[src/rtl/aes_key_expander.sv]
// aes_key_expander
//   Sequential AES-128 key schedule. A cipher key accepted in IDLE is
//   expanded into round keys 0..10. Each round key is presented for exactly
//   one cycle with rk_valid. A single S-box is shared across the four
//   SubWord bytes.
//
// Ports
//   clk       rising-edge clock
//   rst       synchronous, active-high reset
//   start     begin expansion of key_in (sampled only in IDLE)
//   key_in    [0:127] cipher key, bit 0 = MSB, w0 = key_in[0:31]
//   busy      high while an expansion is in progress
//   rk_valid  one-cycle strobe qualifying rk / rk_round
//   rk_round  [3:0] index of the round key on rk
//   rk        [0:127] round key {w0,w1,w2,w3}
//   done      one-cycle strobe coincident with the final rk_valid
module aes_key_expander #(
    parameter int NUM_ROUNDS = 10
) (
    input  logic         clk,
    input  logic         rst,
    input  logic         start,
    input  logic [0:127] key_in,
    output logic         busy,
    output logic         rk_valid,
    output logic [3:0]   rk_round,
    output logic [0:127] rk,
    output logic         done
);

    localparam logic [0:2047] SBOX = {
        8'h63, 8'h7c, 8'h77, 8'h7b, 8'hf2, 8'h6b, 8'h6f, 8'hc5, 8'h30, 8'h01, 8'h67, 8'h2b, 8'hfe, 8'hd7, 8'hab, 8'h76,
        8'hca, 8'h82, 8'hc9, 8'h7d, 8'hfa, 8'h59, 8'h47, 8'hf0, 8'had, 8'hd4, 8'ha2, 8'haf, 8'h9c, 8'ha4, 8'h72, 8'hc0,
        8'hb7, 8'hfd, 8'h93, 8'h26, 8'h36, 8'h3f, 8'hf7, 8'hcc, 8'h34, 8'ha5, 8'he5, 8'hf1, 8'h71, 8'hd8, 8'h31, 8'h15,
        8'h04, 8'hc7, 8'h23, 8'hc3, 8'h18, 8'h96, 8'h05, 8'h9a, 8'h07, 8'h12, 8'h80, 8'he2, 8'heb, 8'h27, 8'hb2, 8'h75,
        8'h09, 8'h83, 8'h2c, 8'h1a, 8'h1b, 8'h6e, 8'h5a, 8'ha0, 8'h52, 8'h3b, 8'hd6, 8'hb3, 8'h29, 8'he3, 8'h2f, 8'h84,
        8'h53, 8'hd1, 8'h00, 8'hed, 8'h20, 8'hfc, 8'hb1, 8'h5b, 8'h6a, 8'hcb, 8'hbe, 8'h39, 8'h4a, 8'h4c, 8'h58, 8'hcf,
        8'hd0, 8'hef, 8'haa, 8'hfb, 8'h43, 8'h4d, 8'h33, 8'h85, 8'h45, 8'hf9, 8'h02, 8'h7f, 8'h50, 8'h3c, 8'h9f, 8'ha8,
        8'h51, 8'ha3, 8'h40, 8'h8f, 8'h92, 8'h9d, 8'h38, 8'hf5, 8'hbc, 8'hb6, 8'hda, 8'h21, 8'h10, 8'hff, 8'hf3, 8'hd2,
        8'hcd, 8'h0c, 8'h13, 8'hec, 8'h5f, 8'h97, 8'h44, 8'h17, 8'hc4, 8'ha7, 8'h7e, 8'h3d, 8'h64, 8'h5d, 8'h19, 8'h73,
        8'h60, 8'h81, 8'h4f, 8'hdc, 8'h22, 8'h2a, 8'h90, 8'h88, 8'h46, 8'hee, 8'hb8, 8'h14, 8'hde, 8'h5e, 8'h0b, 8'hdb,
        8'he0, 8'h32, 8'h3a, 8'h0a, 8'h49, 8'h06, 8'h24, 8'h5c, 8'hc2, 8'hd3, 8'hac, 8'h62, 8'h91, 8'h95, 8'he4, 8'h79,
        8'he7, 8'hc8, 8'h37, 8'h6d, 8'h8d, 8'hd5, 8'h4e, 8'ha9, 8'h6c, 8'h56, 8'hf4, 8'hea, 8'h65, 8'h7a, 8'hae, 8'h08,
        8'hba, 8'h78, 8'h25, 8'h2e, 8'h1c, 8'ha6, 8'hb4, 8'hc6, 8'he8, 8'hdd, 8'h74, 8'h1f, 8'h4b, 8'hbd, 8'h8b, 8'h8a,
        8'h70, 8'h3e, 8'hb5, 8'h66, 8'h48, 8'h03, 8'hf6, 8'h0e, 8'h61, 8'h35, 8'h57, 8'hb9, 8'h86, 8'hc1, 8'h1d, 8'h9e,
        8'he1, 8'hf8, 8'h98, 8'h11, 8'h69, 8'hd9, 8'h8e, 8'h94, 8'h9b, 8'h1e, 8'h87, 8'he9, 8'hce, 8'h55, 8'h28, 8'hdf,
        8'h8c, 8'ha1, 8'h89, 8'h0d, 8'hbf, 8'he6, 8'h42, 8'h68, 8'h41, 8'h99, 8'h2d, 8'h0f, 8'hb0, 8'h54, 8'hbb, 8'h16
    };

    typedef enum logic [1:0] {
        IDLE = 2'd0,
        LOAD = 2'd1,
        SUB  = 2'd2,
        MIX  = 2'd3
    } state_t;

    state_t         state_q, state_d;
    logic [0:127]   words_q, words_d;
    logic [0:31]    temp_q, temp_d;
    logic [1:0]     cnt_q, cnt_d;
    logic [7:0]     rcon_q, rcon_d;
    logic [3:0]     round_q, round_d;
    logic           rk_valid_q, rk_valid_d;
    logic           done_q, done_d;

    logic [1:0]     rot_idx;
    logic [7:0]     sub_byte;
    logic [7:0]     sbox_out;
    logic [0:31]    t_word;
    logic [0:31]    w0_new, w1_new, w2_new, w3_new;

    // RotWord(w3) byte i is w3 byte (i+1) mod 4; w3 occupies words_q[96:127].
    assign rot_idx  = cnt_q + 2'd1;
    assign sub_byte = words_q[{2'b11, rot_idx, 3'b000} +: 8];
    assign sbox_out = SBOX[{sub_byte, 3'b000} +: 8];

    assign t_word = temp_q ^ {rcon_q, 24'h000000};
    assign w0_new = words_q[0:31]   ^ t_word;
    assign w1_new = words_q[32:63]  ^ w0_new;
    assign w2_new = words_q[64:95]  ^ w1_new;
    assign w3_new = words_q[96:127] ^ w2_new;

    always_comb begin
        state_d    = state_q;
        words_d    = words_q;
        temp_d     = temp_q;
        cnt_d      = cnt_q;
        rcon_d     = rcon_q;
        round_d    = round_q;
        rk_valid_d = 1'b0;
        done_d     = 1'b0;

        case (state_q)
            IDLE: begin
                // done_q marks the completion cycle, in which start is ignored.
                if (start && !done_q) begin
                    words_d    = key_in;
                    rcon_d     = 8'h01;
                    round_d    = 4'd0;
                    cnt_d      = 2'd0;
                    rk_valid_d = 1'b1;
                    state_d    = LOAD;
                end
            end
            LOAD: begin
                // The LOAD cycle also feeds byte 0 through the S-box, so the
                // first round lands on the same 5-cycle cadence as the others.
                temp_d[0:7] = sbox_out;
                cnt_d       = 2'd1;
                state_d     = SUB;
            end
            SUB: begin
                temp_d[{cnt_q, 3'b000} +: 8] = sbox_out;
                cnt_d = cnt_q + 2'd1;
                if (cnt_q == 2'd3) begin
                    state_d = MIX;
                end
            end
            MIX: begin
                words_d    = {w0_new, w1_new, w2_new, w3_new};
                rcon_d     = {rcon_q[6:0], 1'b0} ^ (rcon_q[7] ? 8'h1b : 8'h00);
                round_d    = round_q + 4'd1;
                rk_valid_d = 1'b1;
                if (round_q == 4'(NUM_ROUNDS - 1)) begin
                    done_d  = 1'b1;
                    state_d = IDLE;
                end else begin
                    state_d = SUB;
                end
            end
            default: state_d = IDLE;
        endcase
    end

    always_ff @(posedge clk) begin
        if (rst) begin
            state_q    <= IDLE;
            words_q    <= '0;
            temp_q     <= '0;
            cnt_q      <= 2'd0;
            rcon_q     <= 8'h01;
            round_q    <= 4'd0;
            rk_valid_q <= 1'b0;
            done_q     <= 1'b0;
        end else begin
            state_q    <= state_d;
            words_q    <= words_d;
            temp_q     <= temp_d;
            cnt_q      <= cnt_d;
            rcon_q     <= rcon_d;
            round_q    <= round_d;
            rk_valid_q <= rk_valid_d;
            done_q     <= done_d;
        end
    end

    // busy covers the final strobe cycle, when the FSM is already back in IDLE.
    assign busy     = (state_q != IDLE) || done_q;
    assign rk_valid = rk_valid_q;
    assign rk_round = round_q;
    assign rk       = words_q;
    assign done     = done_q;

endmodule

[config.mk]
export PLATFORM = sky130hd
export DESIGN_NAME = aes_key_expander
export DESIGN_NICKNAME = d
export VERILOG_FILES = /design/src/rtl/aes_key_expander.sv
export SDC_FILE = /design/constraint.sdc
export NUM_CORES = 1
export LEC_CHECK = 0
export ABC_AREA = 1
export CAP_MARGIN = 20
export CORE_MARGIN = 2
export CORE_UTILIZATION = 30
export CTS_CLUSTER_DIAMETER = 150
export DETAILED_ROUTE_END_ITERATION = 12
export SKIP_LAST_GASP = 1
export SLEW_MARGIN = 10
export SYNTH_ARGS = -nofsm -noshare
export SYNTH_HDL_FRONTEND = slang
export SYNTH_SLANG_ARGS = --single-unit
[constraint.sdc]
create_clock -name clk -period 4.1 [get_ports clk]
set_input_delay 1.23 -clock clk [delete_from_list [all_inputs] [get_ports clk]]
set_output_delay 1.23 -clock clk [all_outputs]
set_load 0.05 [all_outputs]
==> run summary, run 1 <==
hold-critical path endpoint -> rk[52]
syn avg cell area -> 6.44 um^2
Min Clock Period, post-route -> 3.62 ns
Final period util -> 88.2%
Sink Count -> 178
Crit Path Class -> reg -> reg
Area Growth Syn to Fin -> 29.4%
Cell Area, Synth -> 12,400 um^2
Die Span Y -> 207 um
Max-Cap Viols -> 0
largest net degree at the start of global routing -> 136
gr usage total -> 27.8%
IO Port Bufs -> 265
status -> finished, final reports clean
Yosys cell types -> 37
top post-synthesis cells by area -> dfxtp_1 (29%), nand2_1 (16%), nand3_1 (12%)
Resize count post-CTS -> 0
Fillers -> 4,342
Mapped Nets -> 2,086
Worst-path clk slew -> 0.08 ns
Vias/cell -> 5.43
nets -> 2,278
ys async rst share -> 0%
number of synthesized flops with an enable pin -> 0
global-route wire length before repair -> 91,300 um
most numerous cell in the Yosys netlist -> nand2_1
Worst-Skew Late Latency -> 0.44 ns
Max Clock Skew -> 0.0167 ns
Synth top area share -> 28.7%
Overflow after GRT -> 0
R2R Path Start -> cnt_q[1]
Hold Crit Start -> rk[52]
Iteration-0 DRC Markers -> 1,299
Final Non-Filler Cells -> 2,666
sum of negative setup slack -> 0 ns
leakage power -> 0.00633 uW
mux share of post-synthesis cell area -> 0%
R2R Setup Slk -> 0.48 ns
CP required -> 4.47 ns
CP Max Fanout -> 24
drc violations -> 0
Adder-Cell Fraction of Synth Area -> 2.62%
fmax -> 276 MHz
Pwr Density -> 995 nW/um^2
crit end category -> flip-flop
Commonest cells post-synth -> nand2_1 (517), nand3_1 (292), a21oi_1 (222)
Core ar. -> 40,800 um^2
actual slew at the worst max-slew pin -> 0.876 ns
Synth Area in Compound Gates -> 17.9%
DP HPWL -> 45,800 um
fraction of layout cells with a size suffix above 1 -> 7.45%
Seq cells post-synth -> 178
initial core utilization -> 30.4%
Total Wirelength -> 61,900 um
RSZ-0062 raised after global routing -> no
ys flop type -> dfxtp_1
row count -> 74
antenna viol nets, final -> 0
number of cells produced by synthesis -> 1,929
xor and xnor fraction of the mapped netlist area -> 6.28%
drt pass-1 iters -> 9
largest family of logic cells by synthesized area -> simple AND/OR/NAND/NOR gates
Via Count -> 14,500
Inst Count DP -> 2,634
htree depth -> 4
startpoint types -> flip-flop
final setup fails -> 0
initial antenna violation count -> 3
Pwr Total -> 16,000 uW
reg2reg path depth -> 15
Routability Congestion -> 0.990
drt wl/cell -> 23.2 um
max-slew headroom at the worst pin -> 41.6%
die area -> 43,000 um^2
Clock Tree Buf Depth -> 2
post-synthesis simple-gate area fraction -> 35.8%
hold depth -> 2
num ports -> 266
reg2reg end -> temp_q[11]
clock root buffer -> clkbuf_16
Worst VDD drop -> 0.397 mV
CTS tree -> yes
Seq/Total Area, Yosys -> 28.7%
Hold Path Class -> reg -> reg
TritonCTS buffer count -> 17
number of setup buffers added after CTS -> 0
post-cts hold buffer count -> 0
WP data arrival -> 3.98 ns
die extent in x -> 207 um
vias in the first global route -> 14,100
Yosys top cell by area -> dfxtp_1
Pins Over Slew Limit -> 0
synth warn -> 0
Hold Vio Cnt, Final -> 0
==> area by class of cell <==
type	count	area (um^2)	area share (%)
Multi-Input combinational cell	1515	7800	48.5
Sequential cell	178	3560	22.2
Timing Repair Buffer	305	3010	18.7
Tap cell	532	666	4.14
Clock buffer	18	439	2.73
Inverter	104	395	2.46
Clock inverter	13	195	1.21
Antenna cell	1	2.50	0.0156
==> routing by layer <==
| metal | GRT usage [%] | wire length (um) | vias to the layer above |
|---|---|---|---|
| met1 | 33.9 | 25100 | 6891 |
| met4 | 13.4 | 3120 | 4 |
| met5 | 0 | 29 | - |
| met3 | 5.40 | 4280 | 125 |
| li1 | - | - | 6860 |
| met2 | 46.8 | 29400 | 598 |
==> report_power, final <==
part	switching [uW]	total, uW	internal [uW]
sequential	451	2560	2110
clock	770	1820	1050
combinational	8330	11600	3270
==> cell usage in the layout, fill, tap and decap left out, types with 32 or more instances in the layout <==
cell	Yosys	layout
nand2_1	517	517
xnor2_1	58	58
inv_1	97	96
buf_4	11	34
a21oi_1	222	222
dfxtp_1	178	178
o21ai_0	129	128
o211ai_1	32	32
nand3_1	292	292
nor2_1	61	61
or2_2	33	33
clkdlybuf4s50_1	0	264
==> logic make-up after synthesis <==
logic type                 Yosys count
DFF                                178
xor gates and xnor gates            89
and+or+nand+nor                    988
AOI/OAI and AO/OA                  412
buffers and inverters              236
adders and majority gates           26
==> state kept, by name, indices dropped and copies added (netlist names) <==
| signal | count |
|---|---|
| done | 1 |
| temp_q | 32 |
| state_q | 2 |
| rk_round | 4 |
| cnt_q | 2 |
| rk_valid | 1 |
| rk | 128 |
| rcon_q | 8 |
==> how the worst max path moves through the flow <==
stage / end / cells after the start / slack (ns) / start
after global placement: temp_q[11] / 16 / 0.56 / cnt_q[1]
after global routing: temp_q[11] / 16 / 0.30 / cnt_q[1]
after CTS: busy / 5 / 0.48 / state_q[0]
final: temp_q[11] / 15 / 0.48 / cnt_q[1]
after detailed placement: temp_q[11] / 16 / 0.61 / cnt_q[1]
after floorplan: temp_q[10] / 22 / 1.01 / cnt_q[0]
==> worst max-delay path, stage by stage, from the launching register on <==
cell     delay, ns
dfxtp_1       0.42
inv_1         0.12
ha_1          0.34
buf_4         0.22
nand3_2       0.36
nand2_4       0.39
nand2_1       0.42
nand2_1       0.35
nand2_1       0.11
nand2_1       0.12
nand3_1       0.09
nand3_1       0.08
nand3_1       0.10
nand2_2       0.17
nand3_1       0.10
a21oi_1       0.15
==> through the flow <==
stage	utilization, %	hold slack [ns]	instance area, um^2	setup slack [ns]
4_1_cts	39.3	0.485	16100	0.484
3_5_place_dp	37.8	0.472	15400	0.608
3_3_place_gp	37.8	0.467	15400	0.564
6_report	39.3	0.483	16100	0.483
5_1_grt	39.3	0.510	16100	0.302
2_1_floorplan	-	0.457	12400	1.01
Power figures use the tool's default switching activity.
==> run 2, diff against run 1 <==
Settings changed: CORE_MARGIN 2 to default, GPL_ROUTABILITY_DRIVEN from default to 0.
==> run summary, run 2 (same netlist as run 1, synthesis figures left out) <==
most common cell after layout, fill and taps aside -> nand2_1 (unchanged)
Hold Vio Cnt, Final -> 0 (unchanged)
actual slew at the worst max-slew pin -> 1.12 ns (was 0.876 ns)
Psw -> 9100 uW (was 9550 uW)
sum of negative setup slack -> 0 ns (unchanged)
Int Pwr -> 6230 uW (was 6430 uW)
drt pass-1 iters -> 10 (was 9)
WP data arrival -> 2.41 ns (was 3.98 ns)
most frequent cells in the layout -> nand2_1 (517), nand3_1 (292), clkdlybuf4s50_1 (264), a21oi_1 (222), dfxtp_1 (178) (unchanged)
status -> finished, final reports clean (unchanged)
drc violations -> 0 (unchanged)
final setup fails -> 0 (unchanged)
number of setup buffers added after CTS -> 0 (unchanged)
post-cts hold buffer count -> 0 (unchanged)
fraction of layout cells with a size suffix above 1 -> 6.97% (was 7.45%)
hold_ws -> 0.486 ns (was 0.483 ns)
TritonCTS buffer count -> 17 (unchanged)
Max Clock Skew -> 0.0180 ns (was 0.0167 ns)
Min Clock Period, post-route -> 3.64 ns (was 3.62 ns)
Total Wirelength -> 56,200 um (was 61,900 um)
max reg flops -> 128 (unchanged)
gr usage total -> 26.4% (was 27.8%)
die area -> 42,200 um^2 (was 43,000 um^2)
Overflow after GRT -> 0 (unchanged)
clock root buffer -> clkbuf_16 (unchanged)
Vias/cell -> 5.49 (was 5.43)
Fillers -> 4,268 (was 4,342)
Flop pwr share -> 16.6% (was 16.0%)
Worst VDD drop -> 0.390 mV (was 0.397 mV)
Post-Place Worst Slack -> 0.625 ns (was 0.608 ns)
global-route wire length before repair -> 84,500 um (was 91,300 um)
Pins Over Slew Limit -> 0 (unchanged)
Resize count post-CTS -> 0 (unchanged)
Pwr Total -> 15,300 uW (was 16,000 uW)
antenna viol nets, final -> 0 (unchanged)
initial antenna violation count -> 1 (was 3)
drt wl/cell -> 21.2 um (was 23.2 um)
Crit Path Class -> reg -> out (was reg -> reg)
nets -> 2,266 (was 2,278)
largest net degree at the start of global routing -> 80 (was 136)
fmax -> 275 MHz (was 276 MHz)
max-slew headroom at the worst pin -> 24.5% (was 41.6%)
crit end category -> output port (was flip-flop)
Worst-Skew Late Latency -> 0.46 ns (was 0.44 ns)
Worst-path clk slew -> 0.07 ns (was 0.08 ns)
Seq. cell area -> 3560 um^2 (unchanged)
Sink Count -> 178 (unchanged)
n_diodes -> 0 (was 1)
Iteration-0 DRC Markers -> 2,187 (was 1,299)
Hold Path Class -> reg -> reg (unchanged)
Clock Tree Buf Depth -> 2 (unchanged)
Die Span Y -> 205 um (was 207 um)
num ports -> 266 (unchanged)
RSZ-0062 raised after global routing -> no (unchanged)
leakage power -> 0.00626 uW (was 0.00633 uW)
footprint of the multi-input gates -> 7800 um^2 (about the same)
Pwr Density -> 962 nW/um^2 (was 995 nW/um^2)
vias in the first global route -> 13,700 (was 14,100)
Max-Cap Viols -> 0 (unchanged)
Area Growth Syn to Fin -> 28.4% (was 29.4%)
Sw Share -> 59.4% (was 59.7%)
CP Max Fanout -> 5 (was 24)
IO Port Bufs -> 265 (unchanged)
CTS tree -> yes (unchanged)
startpoint types -> flip-flop (unchanged)
Final period util -> 88.7% (was 88.2%)
die extent in x -> 205 um (was 207 um)
row count -> 74 (unchanged)
Core ar. -> 40,800 um^2 (unchanged)
DP HPWL -> 40,400 um (was 45,800 um)
CP required -> 2.87 ns (was 4.47 ns)
clock power share -> 11.5% (was 11.4%)
initial core utilization -> 30.4% (unchanged)
Via Count -> 14,600 (was 14,500)
Gate power share -> 72.0% (was 72.6%)
htree depth -> 4 (unchanged)
worst setup margin -> 0.464 ns (was 0.483 ns)
[run 2: metal layers]
metal	vias to the layer above	wire [um]	track usage [%]	share of wire, %
met1	6654	21900	32.2	39
met3	218	5840	8.24	10
met4	2	3230	12.4	5.8
li1	6808	-	-	-
met5	-	17	0	0.030
met2	882	25200	42.2	45
[run 2: power groups by stage]
stage | combinational [uW] | clock, uW | sequential (uW)
2_1_floorplan | 6280 | 0 | 3600
3_3_place_gp | 10500 | 0 | 2570
3_5_place_dp | 10500 | 0 | 2570
4_1_cts | 10600 | 1770 | 2540
5_1_grt | 11700 | 1830 | 2590
6_report | 11000 | 1760 | 2540
[run 2: area by class of cell]
type / count / area share, %
well taps: 532 / 4.17
clock buffers: 20 / 2.80
repair buffers: 293 / 18.2
clock inverters: 12 / 1.08
multi-input cells: 1515 / 48.9
flip-flops and latches: 178 / 22.3
inverters: 104 / 2.48
[run 2: final timing paths]
kind	startpoint	end	slack (ns)	depth (start not counted)
setup / recovery	state_q[0]	busy	0.46	5
hold reg to reg	rk[47]	rk[47]	0.49	2
hold / removal	rk[47]	rk[47]	0.49	2
setup reg to reg	cnt_q[0]	temp_q[24]	0.47	15
[run 2: critical path: stages (launching register included)]
cell	delay, ns
dfxtp_1	0.44
inv_1	0.14
ha_1	0.28
inv_1	0.14
or2_2	0.16
clkdlybuf4s50_1	0.80
[run 2: through the flow]
step / util (%) / instance area (um^2) / std cells
finish: 39.1 / 15900 / 2654
detailed placement: 37.5 / 15300 / 2622
floorplan: - / 12400 / 1929
global placement: 37.5 / 15300 / 2622
global route: 39.1 / 15900 / 2654
CTS: 39.1 / 15900 / 2654
